==> src/rtl/sum_uart_pkg.sv <==
// Shared types and constants for the adder-result UART transmitter.
package sum_uart_pkg;

  typedef enum logic [1:0] {
    IDLE  = 2'd0,
    START = 2'd1,
    DATA  = 2'd2,
    STOP  = 2'd3
  } state_e;

  localparam int unsigned DATA_W     = 8;
  localparam int unsigned FRAME_BITS = 10;
  localparam logic        UART_IDLE  = 1'b1;

endpackage

==> src/rtl/sync_fifo.sv <==
// Single-clock FIFO with wrapping pointers and a separate occupancy counter.
module sync_fifo #(
  parameter int unsigned WIDTH = 8,
  parameter int unsigned DEPTH = 4
) (
  input  logic                     clk,
  input  logic                     rst_n,
  input  logic                     push_i,
  input  logic                     pop_i,
  input  logic [WIDTH-1:0]         wdata_i,
  output logic [WIDTH-1:0]         rdata_o,
  output logic                     full_o,
  output logic                     empty_o,
  output logic [$clog2(DEPTH):0]   level_o
);

  localparam int unsigned AW       = $clog2(DEPTH);
  localparam logic [AW:0] FULL_LVL = DEPTH[AW:0];

  logic [WIDTH-1:0] mem_q [DEPTH];
  logic [AW-1:0]    wr_ptr_q;
  logic [AW-1:0]    rd_ptr_q;
  logic [AW:0]      level_q;
  logic             do_push;
  logic             do_pop;

  assign full_o  = (level_q == FULL_LVL);
  assign empty_o = (level_q == '0);
  assign level_o = level_q;
  assign rdata_o = mem_q[rd_ptr_q];

  // A pop never frees space for a push in the same cycle: full blocks the push.
  assign do_push = push_i && !full_o;
  assign do_pop  = pop_i && !empty_o;

  always_ff @(posedge clk) begin
    if (do_push) begin
      mem_q[wr_ptr_q] <= wdata_i;
    end
  end

  always_ff @(posedge clk or negedge rst_n) begin
    if (!rst_n) begin
      wr_ptr_q <= '0;
      rd_ptr_q <= '0;
      level_q  <= '0;
    end else begin
      if (do_push) begin
        wr_ptr_q <= wr_ptr_q + AW'(1);
      end
      if (do_pop) begin
        rd_ptr_q <= rd_ptr_q + AW'(1);
      end
      case ({do_push, do_pop})
        2'b10:   level_q <= level_q + (AW+1)'(1);
        2'b01:   level_q <= level_q - (AW+1)'(1);
        default: level_q <= level_q;
      endcase
    end
  end

endmodule

==> src/rtl/sum_uart_tx.sv <==
// Buffers adder result bytes and serialises them as contiguous 8N1 UART frames.
module sum_uart_tx
  import sum_uart_pkg::*;
#(
  parameter int unsigned CLKS_PER_BIT = 87,
  parameter int unsigned FIFO_DEPTH   = 4
) (
  input  logic                          clk,
  input  logic                          rst_n,
  input  logic [DATA_W-1:0]             in_data,
  input  logic                          in_valid,
  output logic                          in_ready,
  output logic                          tx,
  output logic                          busy,
  output logic [$clog2(FIFO_DEPTH):0]   fifo_level
);

  localparam int unsigned BW        = $clog2(CLKS_PER_BIT);
  localparam logic [BW-1:0] BAUD_LAST = BW'(CLKS_PER_BIT - 1);
  localparam logic [2:0]    LAST_BIT  = 3'(DATA_W - 1);

  state_e              state_q;
  logic [BW-1:0]       baud_q;
  logic [2:0]          bit_q;
  logic [DATA_W-1:0]   shift_q;
  logic                tx_q;
  logic                ready_en_q;

  logic                baud_tc;
  logic                fifo_push;
  logic                fifo_pop;
  logic                fifo_full;
  logic                fifo_empty;
  logic [DATA_W-1:0]   fifo_head;

  // ready_en_q keeps in_ready low through reset and rises on the first edge after it.
  assign in_ready   = ready_en_q && !fifo_full;
  assign fifo_push  = in_valid && in_ready;
  assign baud_tc    = (baud_q == BAUD_LAST);
  assign fifo_pop   = !fifo_empty &&
                      ((state_q == IDLE) || ((state_q == STOP) && baud_tc));
  assign tx         = tx_q;
  assign busy       = (state_q != IDLE);

  sync_fifo #(
    .WIDTH (DATA_W),
    .DEPTH (FIFO_DEPTH)
  ) u_fifo (
    .clk     (clk),
    .rst_n   (rst_n),
    .push_i  (fifo_push),
    .pop_i   (fifo_pop),
    .wdata_i (in_data),
    .rdata_o (fifo_head),
    .full_o  (fifo_full),
    .empty_o (fifo_empty),
    .level_o (fifo_level)
  );

  always_ff @(posedge clk or negedge rst_n) begin
    if (!rst_n) begin
      ready_en_q <= 1'b0;
    end else begin
      ready_en_q <= 1'b1;
    end
  end

  always_ff @(posedge clk or negedge rst_n) begin
    if (!rst_n) begin
      state_q <= IDLE;
      baud_q  <= '0;
      bit_q   <= '0;
      shift_q <= '0;
      tx_q    <= UART_IDLE;
    end else begin
      baud_q <= baud_tc ? '0 : baud_q + BW'(1);
      case (state_q)
        IDLE: begin
          baud_q <= '0;
          tx_q   <= UART_IDLE;
          if (fifo_pop) begin
            shift_q <= fifo_head;
            tx_q    <= 1'b0;
            state_q <= START;
          end
        end
        START: begin
          if (baud_tc) begin
            state_q <= DATA;
            bit_q   <= '0;
            tx_q    <= shift_q[0];
          end
        end
        DATA: begin
          if (baud_tc) begin
            if (bit_q == LAST_BIT) begin
              state_q <= STOP;
              tx_q    <= UART_IDLE;
            end else begin
              shift_q <= shift_q >> 1;
              tx_q    <= shift_q[1];
              bit_q   <= bit_q + 3'd1;
            end
          end
        end
        STOP: begin
          // Reloading straight into START keeps back-to-back frames gapless.
          if (baud_tc) begin
            if (fifo_pop) begin
              shift_q <= fifo_head;
              tx_q    <= 1'b0;
              state_q <= START;
            end else begin
              state_q <= IDLE;
            end
          end
        end
        default: state_q <= IDLE;
      endcase
    end
  end

endmodule

==> config.mk <==
export PLATFORM = sky130hd
export DESIGN_NAME = sum_uart_tx
export DESIGN_NICKNAME = d
export VERILOG_FILES = /design/src/rtl/sum_uart_pkg.sv /design/src/rtl/sync_fifo.sv /design/src/rtl/sum_uart_tx.sv
export SDC_FILE = /design/constraint.sdc
export NUM_CORES = 1
export LEC_CHECK = 0
export CAP_MARGIN = 20
export CORE_MARGIN = 8
export CORE_UTILIZATION = 55
export CTS_CLUSTER_SIZE = 40
export DETAILED_ROUTE_END_ITERATION = 6
export DONT_BUFFER_PORTS = 1
export HOLD_SLACK_MARGIN = 0.12
export PLACE_DENSITY = 0.7
export SYNTH_ARGS = -nofsm -noshare
export SYNTH_HDL_FRONTEND = slang
export SYNTH_HIERARCHICAL = 1
export SYNTH_SLANG_ARGS = --single-unit
==> constraint.sdc <==
create_clock -name clk -period 3.25 [get_ports clk]
set_clock_uncertainty 0.1 [all_clocks]
set_input_delay 0.4875 -clock clk [delete_from_list [all_inputs] [get_ports clk]]
set_output_delay 0.4875 -clock clk [all_outputs]
set_load 0.005 [all_outputs]
Yosys cells after proc, flatten, opt, wreduce, memory -nomap -nowiden
Memory sizes are Yosys's and may differ from the RTL's.
Index checks and enable logic that the tools add are counted.
{"block": "word_totals", "reg_bits": 29, "ramBits": 32, "input_bits": 11, "out_inout_bits": 6, "word_cells": 78, "n_memories": 1}
{"block": "op_classes", "add_sub_neg": 6, "n_eq_ne": 15, "mux": 28, "n_reduce_logical": 19}
{"memory": "u_fifo.mem_q", "words": 4, "width": 8, "rd": 1, "rd_ports_with_merged_regs": 0, "wr": 1, "line": "sync_fifo.sv:20", "rtl": "logic [WIDTH-1:0] mem_q [DEPTH];"}
{"op": "8-bit 2-to-1 mux", "count": 4}
{"op": "8-bit one-hot mux with 3 select lines", "count": 1}
{"op": "7-bit 2-to-1 mux", "count": 2}
{"op": "3-bit one-hot mux with 2 select lines", "count": 2}
{"op": "4-bit AND reduction", "count": 3}
{"op": "2-bit 2-to-1 mux", "count": 5}
{"op": "2-bit != test (second input constant)", "count": 5}
{"op": "1-bit 2-to-1 mux", "count": 9}
{"op": "3-bit 2-to-1 mux", "count": 3}
{"op": "2-bit one-hot mux with 4 select lines", "count": 1}
{"op": "7-bit by 1-bit adder with 7-bit output (second input constant)", "count": 1}
{"op": "7-bit == test (second input constant)", "count": 1}
{"op": "3-bit by 1-bit adder with 3-bit output (second input constant)", "count": 2}
{"op": "2-bit == test (second input constant)", "count": 3}
{"op": "3-bit == test (second input constant)", "count": 2}
{"op": "1-bit logical AND", "count": 6}
{"op": "2-bit nonzero test", "count": 3}
{"op": "5-bit AND reduction", "count": 1}
{"op": "2-bit by 1-bit adder with 2-bit output (second input constant)", "count": 2}
{"op": "2-bit by 1-bit == test with 1-bit output (second input constant)", "count": 2}
{"op": "2-bit by 1-bit != test with 1-bit output (second input constant)", "count": 2}
{"op": "1-bit one-hot mux with 4 select lines", "count": 1}
{"op": "3-bit zero test", "count": 1}
{"op": "3-bit nonzero test", "count": 1}
{"op": "other kinds (4)", "count": 5}

Longest topological paths before layout
Gate-level depths: netlist of the first run.
{"block": "depth", "word_depth": 7, "mapped_depth": 12, "mapped_depth_nobuf": 11}

Cells and area by module
The synthesis of the first run kept the hierarchy.
{"mod": "sync_fifo", "instances": 1, "cells_per_inst": 79, "area_each_um2": 1592.8, "seq_area_each_um2": 1136.1}
{"mod": "sum_uart_tx", "instances": 1, "cells_per_inst": 146, "area_each_um2": 1453.9, "seq_area_each_um2": 551.8}

Worst setup path before layout of the first run
OpenSTA, ideal clock, no wires.
{"block": "synth_timing", "path_kind": "register to register", "startpoint": "reg baud_q[0]", "endpoint": "reg u_fifo.level_q[2] (netlist: u_fifo/level_o[2])", "setup_ns": 0.079, "t_arrival_ns": 2.542, "required_time_ns": 3.071, "path_slack_ns": 0.529, "stages_incl_launch_ff": 13, "path_buffers": 1, "synth_period_minus_slack_ns": 2.721, "cell_sequence": "dfrtp_1 > inv_1 > ha_1 > nand4b_4 > o32ai_4 > buf_6 > o31a_2 > ha_1 > inv_1 > fa_1 > xor2_1 > nor2_1 > xor2_1"}
{"block": "synth_between", "elab_chain_cells": 7, "elab_cells_between_ends": 9, "classes_between": "3 x eq/ne; 1 x mux; 5 x reduce/logical"}
{"item": "start: declaration", "line": "sum_uart_tx.sv:23", "rtl": "logic [BW-1:0] baud_q;"}
{"item": "start signal: assignment", "line": "sum_uart_tx.sv:76", "rtl": "baud_q <= baud_tc ? '0 : baud_q + BW'(1);"}
{"item": "7-bit == test (*)", "line": "sum_uart_tx.sv:39", "rtl": "assign baud_tc = (baud_q == BAUD_LAST);"}
{"item": "1-bit logical AND (*)", "line": "sum_uart_tx.sv:41", "rtl": "((state_q == IDLE) || ((state_q == STOP) && baud_tc));"}
{"item": "1-bit logical OR (*)", "line": "sum_uart_tx.sv:41"}
{"item": "1-bit logical AND (*)", "line": "sum_uart_tx.sv:40", "rtl": "assign fifo_pop = !fifo_empty &&"}
{"item": "net fifo_pop", "line": "sum_uart_tx.sv:31", "rtl": "logic fifo_pop;"}
{"item": "1-bit logical AND (*)", "line": "sync_fifo.sv:34", "rtl": "assign do_pop = pop_i && !empty_o;"}
{"item": "net u_fifo.do_pop", "line": "sync_fifo.sv:25", "rtl": "logic do_pop;"}
{"item": "2-bit by 1-bit == test with 1-bit output / 2-bit == test (equally long branches)", "line": "sync_fifo.sv:54", "rtl": "case ({do_push, do_pop})"}
{"item": "3-bit one-hot mux with 2 select lines / 2-bit nonzero test (equally long branches)"}
{"item": "end signal: assignment", "line": "sync_fifo.sv:55", "rtl": "2'b10: level_q <= level_q + (AW+1)'(1);"}
{"item": "end signal: assignment", "line": "sync_fifo.sv:56", "rtl": "2'b01: level_q <= level_q - (AW+1)'(1);"}
{"item": "end signal: assignment", "line": "sync_fifo.sv:57", "rtl": "default: level_q <= level_q;"}
{"item": "end: declaration", "line": "sync_fifo.sv:23", "rtl": "logic [AW:0] level_q;"}
Mark *: on every way through the listed nets, which the timed path passes. The rest lies on a longest branch.
A chain may end at the register's enable or synchronous reset.

Worst setup path in the final report of the first run
{"block": "layout_timing", "startpoint": "reg baud_q[0]", "endpoint": "reg u_fifo.level_q[2] (netlist: u_fifo/level_o[2])"}
{"block": "layout_between", "elab_chain_cells": 7, "elab_cells_between_ends": 9, "classes_between": "3 x eq/ne; 1 x mux; 5 x reduce/logical"}
{"item": "7-bit == test (*)", "line": "sum_uart_tx.sv:39"}
{"item": "1-bit logical AND (*)", "line": "sum_uart_tx.sv:41"}
{"item": "1-bit logical OR (*)", "line": "sum_uart_tx.sv:41"}
{"item": "1-bit logical AND (*)", "line": "sum_uart_tx.sv:40"}
{"item": "1-bit logical AND (*)", "line": "sync_fifo.sv:34"}
{"item": "net u_fifo.do_pop", "line": "sync_fifo.sv:25"}
{"item": "2-bit by 1-bit == test with 1-bit output / 2-bit == test (equally long branches)", "line": "sync_fifo.sv:54"}
{"item": "3-bit one-hot mux with 2 select lines / 2-bit nonzero test (equally long branches)"}
Marks and branches as above.

==> flow_metrics.py, run 1 <==
metrics = {
    "outcome": {
        "status": "completed",
    },
    "drt": {
        "ant_nets": 0,
        "drc": 0,
        "avgRoutedWirePerCell_um": 16.40,
        "drt-initial-drc-count": 128,
        "drt-vias-per-instance": 5.715,
        "dr.pass1.iters": 4,
        "totalWireLength_um": 5233,
        "dr_total_vias": 1823,
    },
    "final_layout": {
        "drive_above_1_share_pct": 21.86,
        "final_cells": 319,
        "mostFrequentLayoutCells": "edfxtp_1, dfrtp_1, nor2_1",
        "mostFrequentLayoutCell": "edfxtp_1",
        "final_area_um2": 3391,
        "syn_to_final_growth_pct": 11.29,
        "multiInputGateArea_um2": 1265,
        "final_nets": 269,
        "regArea_um2": 1688,
        "antenna_cells": 0,
        "fillCellCount": 428,
    },
    "timing": {
        "worstMarginPinSlew_ns": 0.9717,
        "fin_ws_ns": 0.2209,
        "max-slew-margin-rel_pct": 34.72,
        "timing.fmax_ghz": 0.3301,
        "final-max-slew-violation-count": 0,
        "final.period_utilization_pct": 93.20,
        "rsz0062_at_grt": "false",
        "tns_ns": 0,
        "setup_viol": 0,
        "fin_crit_ns": 3.029,
        "final-hold-violation-count": 0,
    },
    "clocking": {
        "cts_root_buffer": "clkbuf_8",
        "cts_tree": "built",
        "cts_setup_buffers": 0,
        "cts-buffers-inserted": 9,
        "htree_num_levels": 3,
        "clk_pin_slew_worst_paths_ns": 0.07,
        "clkSinkCount": 61,
        "clk-insertion-delay-late_ns": 0.34,
        "clock_path_buffers": 2,
    },
    "worst_setup_path": {
        "cp_max_fo": 18,
        "cp_data_arrival_time_ns": 3.19,
        "critPathMaxStageDelay_ns": 0.71,
        "crit_slowest_cell": "o32ai_4",
        "cp-start-kind": "register",
        "required_ns": 3.42,
        "critical-path-top-delay-family": "compound AO/OA/AOI/OAI gates",
        "crit_chain": "inv_1 > ha_1 > nand4b_4 > o32ai_4 > o31a_2 > ha_1 > inv_1 > fa_1 > xor2_1 > nor2_1 > xor2_1",
        "end_kind": "register",
        "cp_num_buf_inv": 2,
        "worstSetupPathType": "reg -> reg",
    },
    "global_routing": {
        "antenna_found_initial": 0,
        "grt_max_degree": 30,
        "grt_pass1_vias": 1789,
        "grt.overflow.total": 0,
        "globalRouteTotalUtil_pct": 13.83,
        "grt_pass1_wl_um": 8901,
    },
    "power_and_ir_drop": {
        "power_leakage_nw": 1.393,
        "p_per_area_nw_per_um2": 520.0,
        "vdd_drop_max_v": 0.0003629,
    },
    "logic_synthesis": {
        "yosysWarnings": 6,
        "synth_top_area_share_pct": 31.54,
        "synthesis.nets": 252,
        "synth_flop_cell": "edfxtp_1",
        "synth-edff-count": 32,
        "postSynthCellCount": 225,
        "async_reset_ff_share_pct": 47.54,
        "synth.area.top_cells": "edfxtp_1, dfrtp_1, ha_1, mux4_2, nor2_1",
        "syn-mean-instance-area_um2": 13.54,
        "yosysTopAreaCell": "edfxtp_1",
        "ys_types": 51,
        "synth-seq-area-share_pct": 55.40,
        "ys_ff_latch": 61,
        "syn-cell-area_um2": 3047,
    },
    "place": {
        "portBuffers": 0,
        "placed_cells": 296,
        "hpwl_um": 3639,
        "placed_area_um2": 3144,
        "place_congestion": 0.7684,
        "preCtsSetupSlack_ns": 0.2549,
    },
    "floorplan": {
        "start_util_pct": 56.02,
        "dieHeight_um": 90.43,
        "die_width_um": 90.43,
        "rows": 27,
        "coreArea_um2": 5439,
        "dieArea_um2": 8177,
        "io_pins": 17,
    },
    "run": {
        "drv_cap": 0,
    },
    "hold_path": {
        "hp-class": "in -> reg",
    },
}
[power by group]
group	switching (mW)	leakage (nW)	internal (mW)
combinational	0.149	0.660	0.125
clock	0.286	0.0824	0.274
sequential	0.0329	0.650	0.896
total	0.468	1.39	1.30
[per-stage QoR]
stage	utilization, %	hold slack, ns	total power, mW
after floorplan	-	0.09191	1.122
after global placement	57.81	0.09315	1.199
after detailed placement	57.81	0.09320	1.205
after CTS	61.42	0.1220	1.782
after global routing	62.34	0.1225	1.856
final	62.34	0.1464	1.763
[synth_stat cells, types with 5 or more instances]
cell type	count
edfxtp_1	32
nor3_1	13
mux4_2	8
inv_1	11
nand2_1	6
xor2_1	5
o211a_1	5
ha_1	15
nor2_1	20
dfrtp_1	28
o32ai_1	6
xnor2_1	6
nand3_1	7
[metal layers]
| layer | share of wire [%] | track usage [%] |
|---|---|---|
| met5 | 0 | 0 |
| met4 | 1.3 | 5.548 |
| met3 | 5.0 | 5.902 |
| met2 | 49 | 22.09 |
| met1 | 45 | 16.03 |
[what timing repair did]
item / 4_1_cts / 5_1_grt
resized for setup: 0 / 0
hold buffers: 2 / 5
hold endpoints to repair: 29 / 16
[state kept, by name (all words and copies together) (netlist names)]
name	cells
tx	1
u_fifo/level_o	3
bit_q	3
u_fifo/wr_ptr_q	2
shift_q	8
ready_en_q	1
u_fifo/mem_q	32
u_fifo/rd_ptr_q	2
baud_q	7
state_q	2
[worst paths after layout]
kind                            start                  to  slack, ns  depth (start not counted)
min in group asynchronous       rst_n          shift_q[4]       0.51                          2
max                         baud_q[0]   u_fifo/level_o[2]       0.22                         11
max in group asynchronous       rst_n                  tx       2.29                          2
min                        in_data[3]  u_fifo/mem_q[2][3]       0.15                          0
min reg2reg                 baud_q[0]           baud_q[0]       0.38                          1
max reg2reg                 baud_q[0]   u_fifo/level_o[2]       0.22                         11
[final cells by class]
class | instances | area share [%]
clock inverter | 6 | 1.144
inverter | 11 | 1.218
timing repair buffer | 15 | 4.133
clock buffer | 10 | 3.764
sequential | 61 | 49.78
tap | 72 | 2.657
multi-input combinational | 144 | 37.31
[logic make-up (layout without fill, tap and decap cells)]
logic type,count (synthesis),count (layout),synth area share (%)
AND/OR/NAND/NOR,66,66,12.73
flip-flops,61,61,55.40
AO/OA/AOI/OAI,38,38,11.21
buffers and inverters,20,42,3.080
adder cells (fa/ha/maj),16,16,6.817
multiplexers,12,12,7.474
XOR/XNOR,11,11,3.162
other,1,1,0.1231
No activity file was read; power rests on OpenSTA's default activity.
==> run 2: changes to the inputs <==
Settings changed: REMOVE_ABC_BUFFERS from default to 1, SYNTH_HIERARCHICAL 1 to default.
==> run 2 against run 1 <==
Synthesized cell count fell by 5.8%. Critical path depth did not move. Area after synthesis fell by 4.8%. Non-clock buffer count fell by 6. Register-to-register slack improved by 0.43 ns. First-iteration DRC count fell by 23%. Wire length fell by 4.5%. Sequential power rose by 28%. Worst setup slack improved by 0.43 ns. Global-route usage rose by 0.64 points. Flip-flop and latch count did not move. Combinational power rose to 3.5 times the previous value. Critical path type unchanged.
==> flow_metrics.py, run 2 <==
metrics = {
    "worst_setup_path": {
        "critPathMaxStageDelay_ns": 0.42,
        "critical-path-top-delay-family": "adder cells",
        "cp_num_cells": 11,
        "worstSetupStartpoint": "baud_q[0]",
        "crit_chain": "inv_1 > ha_1 > and4bb_4 > a31o_2 > and2_1 > ha_1 > inv_1 > fa_1 > xor2_1 > nor2_1 > xor2_1",
        "crit_slowest_cell": "dfrtp_1",
        "worstSetupPathType": "reg -> reg",
        "cp_max_fo": 15,
        "end_kind": "register",
        "cp_data_arrival_time_ns": 2.77,
        "cp-endpoint": "u_fifo.level_o[2]",
        "r2r_slack_ns": 0.65,
        "cp-start-kind": "register",
        "cp_num_buf_inv": 2,
        "r2r-start": "baud_q[0]",
        "required_ns": 3.42,
        "reg2reg_depth": 11,
        "r2r-end": "u_fifo.level_o[2]",
    },
    "timing": {
        "timing.fmax_ghz": 0.3843,
        "setup_viol": 0,
        "worstMarginPinSlew_ns": 0.5827,
        "final.period_utilization_pct": 80.07,
        "fin_ws_ns": 0.6477,
        "final-hold-violation-count": 0,
        "final-max-slew-violation-count": 0,
        "rsz0062_at_grt": "false",
        "max-slew-margin-rel_pct": 61.16,
        "tns_ns": 0,
        "fin_crit_ns": 2.602,
    },
    "global_routing": {
        "grt_max_degree": 30,
        "grt.overflow.total": 0,
        "globalRouteTotalUtil_pct": 14.47,
        "antenna_found_initial": 0,
        "grt_pass1_wl_um": 8314,
        "grt_pass1_vias": 1702,
    },
    "logic_synthesis": {
        "synth-edff-count": 32,
        "yosysWarnings": 0,
        "ys_top_cells_by_count": "edfxtp_1, dfrtp_1, inv_1",
        "ys_types": 47,
        "synth.area.top_cells": "edfxtp_1, dfrtp_1, ha_1, mux4_2, inv_1",
        "synthMuxAreaShare_pct": 8.236,
        "synthSimpleGateAreaFrac_pct": 8.711,
        "synth-seq-area-share_pct": 58.17,
        "synth_top_family_by_area": "compound AO/OA/AOI/OAI gates",
        "yosysTopAreaCell": "edfxtp_1",
        "syn-cell-area_um2": 2902,
        "ys_ff_latch": 61,
        "yosys.area_share.adder_pct": 7.158,
        "synth_flop_cell": "edfxtp_1",
        "yosysMostFrequentCell": "edfxtp_1",
        "synth_compound_area_share_pct": 10.26,
        "synth_top_area_share_pct": 33.12,
        "syn-mean-instance-area_um2": 13.69,
        "postSynthCellCount": 212,
        "async_reset_ff_share_pct": 47.54,
        "synth_xor_area_share_pct": 3.320,
    },
    "power_and_ir_drop": {
        "p_per_area_nw_per_um2": 845.5,
        "vdd_drop_max_v": 0.0004985,
        "total_power_mw": 2.713,
        "power_leakage_nw": 1.306,
    },
    "floorplan": {
        "start_util_pct": 56.81,
        "coreArea_um2": 5107,
        "rows": 26,
        "dieHeight_um": 88.63,
        "dieArea_um2": 7855,
        "die_width_um": 88.63,
        "io_pins": 17,
    },
    "final_layout": {
        "antenna_cells": 0,
        "regArea_um2": 1688,
        "final_nets": 253,
        "multiInputGateArea_um2": 1097,
        "drive_above_1_share_pct": 15.15,
        "syn_to_final_growth_pct": 10.61,
        "fillCellCount": 396,
        "final_area_um2": 3209,
        "largest-register": "u_fifo.mem_q",
        "mostFrequentLayoutCell": "edfxtp_1",
        "mostFrequentLayoutCells": "edfxtp_1, dfrtp_1, inv_1",
        "largest_reg_flops": 32,
        "top_regs": "u_fifo.mem_q x32, shift_q x8, baud_q x7",
        "finish.utilization_pct": 62.84,
    },
    "clocking": {
        "cts_root_buffer": "clkbuf_8",
        "cts_resized": 0,
        "clk-insertion-delay-late_ns": 0.34,
        "htree_num_levels": 3,
        "hold_buffers": 2,
        "cts_tree": "built",
        "clkSinkCount": 61,
        "cts-buffers-inserted": 9,
        "clk_pin_slew_worst_paths_ns": 0.07,
        "cts_setup_buffers": 0,
        "clock_path_buffers": 2,
    },
    "drt": {
        "drt-initial-drc-count": 99,
        "dr.pass1.iters": 4,
        "dr_total_vias": 1667,
        "avgRoutedWirePerCell_um": 16.60,
        "totalWireLength_um": 4997,
        "drc": 0,
        "ant_nets": 0,
        "drt-vias-per-instance": 5.538,
    },
    "outcome": {
        "status": "completed",
    },
    "place": {
        "place_congestion": 0.7956,
        "portBuffers": 0,
        "preCtsSetupSlack_ns": 0.6626,
        "placed_area_um2": 2952,
        "hpwl_um": 3405,
    },
    "hold_path": {
        "hp-class": "in -> reg",
    },
    "run": {
        "drv_cap": 0,
    },
}
## run 2: cell types whose count changed after synthesis, moves of 5 or more
cell / before / now
nor2_1: 20 / 12
nor3_1: 13 / 4
o211a_1: 5 / 0
inv_1: 11 / 19
and3_1: 0 / 6
a21oi_1: 2 / 7
## run 2: worst min path at each step
stage                    start                 end  slack [ns]  depth (start not counted)
global route        in_data[1]  u_fifo.mem_q[3][1]        0.12                          0
detailed placement       rst_n           baud_q[5]        0.09                          0
finish              in_data[7]  u_fifo.mem_q[1][7]        0.15                          0
floorplan                rst_n           baud_q[0]        0.09                          0
CTS                 in_data[1]  u_fifo.mem_q[1][1]        0.12                          0
global placement         rst_n           baud_q[2]        0.09                          0
## run 2: final cells by class
| type | instances | area share [%] |
|---|---|---|
| clock buffer | 10 | 3.977 |
| clock inverter | 6 | 1.248 |
| inverter | 19 | 2.222 |
| multi-input combinational | 126 | 34.19 |
| sequential | 61 | 52.59 |
| tap | 70 | 2.729 |
| timing repair buffer | 9 | 3.041 |
## run 2: metrics by stage
step | hold slack (ns) | cells
final | 0.1453 | 301
after global placement | 0.09313 | 277
after floorplan | 0.09191 | 206
after detailed placement | 0.09321 | 277
after CTS | 0.1236 | 295
after global routing | 0.1205 | 301
## run 2: per-layer routing
layer	GRT usage (%)	part of all wire, %	vias up
met5	0	0	-
met4	6.298	1.6	0
met3	6.685	5.1	7
met2	21.70	49	31
met1	17.41	44	819
li1	-	-	810
## run 2: kinds of logic (layout without fill, tap and decap cells)
kind of cell,after synthesis,count (layout)
adder cells (fa/ha/maj),16,16
flip-flops,61,61
other,1,1
buffers and inverters,25,44
AO/OA/AOI/OAI,38,38
AND/OR/NAND/NOR,47,47
multiplexers,13,13
XOR/XNOR,11,11
## run 2: where the power goes
group          total (mW)  switching [mW]  internal [mW]
Sequential           1.19           0.189           1.00
Clock               0.567           0.293          0.274
Combinational       0.957           0.507          0.450
Total                2.71           0.989           1.72
==> variant (settings of run 1) <==
The parameter `CLKS_PER_BIT` goes from 87 to 174.
--- a/src/rtl/sum_uart_tx.sv
+++ b/src/rtl/sum_uart_tx.sv
@@ -2,7 +2,7 @@
 module sum_uart_tx
   import sum_uart_pkg::*;
 #(
-  parameter int unsigned CLKS_PER_BIT = 87,
+  parameter int unsigned CLKS_PER_BIT = 174,
   parameter int unsigned FIFO_DEPTH   = 4
 ) (
   input  logic                          clk,
Behaviour: same outputs for any inputs over 10 cycles, from zero or initial values and one cycle with rst_n low; that may be too few to reach the edited logic, so the function may still have changed.
==> variant against run 1 <==
Worst setup slack improved by 0.30 ns. Final area fell by 2.4%. First-iteration DRC count shrank 34%. Area after synthesis fell by 1.3%. Total power rose by 2.5%. Routed wire length down 6.1%. Sequential cell count grew 1. Highest routed layer unchanged.
==> variant: results (changes against run 1) <==
| Metric | Value |
|---|---|
| Status | `finished, final reports clean` |
| Clock Tree Root | `clkbuf_8` |
| Cts repair resizes | `0 (unchanged)` |
| Tmin final | `2.73 ns (-0.300 ns)` |
| Wire per inst | `15.9 um (-3.1%)` |
| GRT Overall Usage | `12.9% (-0.94 points)` |
| Share of post-route cells with drive strength above 1 | `19.0% (-2.9 points)` |
| Clk_lat worst skew | `0.34 ns (about the same)` |
| CTS clock-pin slew for the worst setup and hold paths | `0.08 ns` |
| Slew @ Worst Pin | `0.704 ns (-0.267 ns)` |
| Maximum number of pins on one net before global-route repair | `31 (+3.3%)` |
| CTS Buf Count | `9 (unchanged)` |
| Critical Path AT | `2.89 ns (-0.30 ns)` |
| Yosys warns | `6 (unchanged)` |
| Final HPWL DP | `3380 um (-7.0%)` |
| Post-synth ARST share | `48.4% (+0.85 points)` |
| Vias in the first global route | `1,759 (-1.7%)` |
| N_diodes | `0 (unchanged)` |
| Layout Nets | `259 (-3.7%)` |
| Port-buffer cells | `0 (unchanged)` |
| Area contributors post-synth | `edfxtp_1 32%, dfrtp_1 24%, ha_1 6.2%, mux4_2 6.0%, inv_1 3.1%` |
| Regs by FF count | `u_fifo/mem_q x32, baud_q x8, shift_q x8` |
| Number of flops mapped to enable cells by yosys | `32 (unchanged)` |
| Sw Share | `28.2% (+1.7 points)` |
| Unique cell type count in the Yosys netlist | `52 (+2.0%)` |
| DR pass1 iterations | `4 (unchanged)` |
| LEAKAGE | `0.00132 uW (-5.5%)` |
| H-tree depth | `3 (unchanged)` |
| DR iter-0 viols | `84 (-34%)` |
| Max VDD drop | `0.000431 V (+19%)` |
| GPL Wtd Cong | `0.763 (-0.70%)` |
| Worst-case clock buffer depth | `2 (unchanged)` |
| Top cells by count, synth | `32 x edfxtp_1, 29 x dfrtp_1, 25 x inv_1` |
| Main synth FF type | `edfxtp_1` |
| First-pass GRT wire length | `8410 um (-5.5%)` |
| Initial antenna violation count | `0 (unchanged)` |
| CP Max Fanout | `6 (-12)` |
| # fillers | `426 (-0.47%)` |
| Worst min-delay path category | `in2reg` |
| Sequential fraction of the synthesis area | `56.9% (+1.5 points)` |
| Mapped Avg Cell Area | `13.5 um^2 (-0.39%)` |
| Vias | `1,723 (-5.5%)` |
| Post-CTS setup buffer count | `0 (unchanged)` |
| Mapped Nets | `250 (-0.79%)` |
[variant: worst max-delay path: stages, from the launching register on]
cell	delay, ns
dfrtp_1	0.44
ha_1	0.26
inv_1	0.11
o41ai_4	0.47
o31a_2	0.26
ha_1	0.18
inv_1	0.06
fa_1	0.37
xor2_1	0.15
nor2_1	0.11
xor2_1	0.15
[variant: metrics by stage]
| stage | util [%] | worst slack [ns] | std cells | area [um^2] | power, uW |
|---|---|---|---|---|---|
| detailed placement | 56.5 | 0.551 | 287 | 3050 | 1180 |
| floorplan | - | 0.755 | 223 | 3010 | 1130 |
| global placement | 56.5 | 0.614 | 287 | 3050 | 1180 |
| global route | 61.3 | 0.403 | 309 | 3310 | 1890 |
| CTS | 60.5 | 0.532 | 305 | 3270 | 1830 |
| finish | 61.3 | 0.521 | 309 | 3310 | 1810 |
[variant: logic make-up (layout without fill, tap and decap cells)]
| logic type | Yosys count | after routing | share of synthesized area, % |
|---|---|---|---|
| AOI/OAI and AO/OA | 30 | 30 | 8.69 |
| xor gates and xnor gates | 12 | 12 | 3.49 |
| adders and majority gates | 16 | 16 | 6.91 |
| buffers and inverters | 33 | 47 | 4.58 |
| DFF | 62 | 62 | 56.9 |
| muxes | 13 | 13 | 7.90 |
| other | 1 | 1 | 0.125 |
| and+or+nand+nor | 56 | 56 | 11.4 |
[variant: final timing paths]
kind                       startpoint            endpoint  slack (ns)  cells past startpoint
setup reg to reg           state_q[0]   u_fifo/level_o[2]        0.52                     10
hold reg to reg             baud_q[0]           baud_q[0]        0.39                      1
setup / recovery           state_q[0]   u_fifo/level_o[2]        0.52                     10
max in group asynchronous       rst_n                  tx        2.32                      2
min in group asynchronous       rst_n          shift_q[2]        0.48                      2
hold / removal             in_data[6]  u_fifo/mem_q[2][6]        0.14                      0
[variant: cell type report]
type,instances,area (um^2),share of cell area [%]
Multi-Input combinational cell,128,1160,35.0
Clock inverter,7,62.6,1.89
Clock buffer,9,124,3.74
Inverter,25,93.8,2.83
Timing Repair Buffer,6,70.1,2.12
Sequential cell,62,1710,51.7
Tap cell,72,90.1,2.72
[variant: power by group through the flow]
stage | registers, uW | logic (uW) | clock network (uW)
after floorplan | 970 | 160 | 0
after global placement | 986 | 191 | 0
after detailed placement | 988 | 191 | 0
after CTS | 971 | 205 | 650
after global routing | 978 | 233 | 681
final | 969 | 205 | 634
[variant: metal layers]
metal | GRT usage (%) | share of wire (%)
met1 | 14.8 | 44
met2 | 21.3 | 51
met3 | 4.16 | 4.1
met4 | 5.96 | 1.4
met5 | 0 | 0
[variant: timing repair]
item,4_1_cts,5_1_grt
hold buffers,2,4
hold endpoints to repair,30,6
endpoints found under the setup margin,0,0
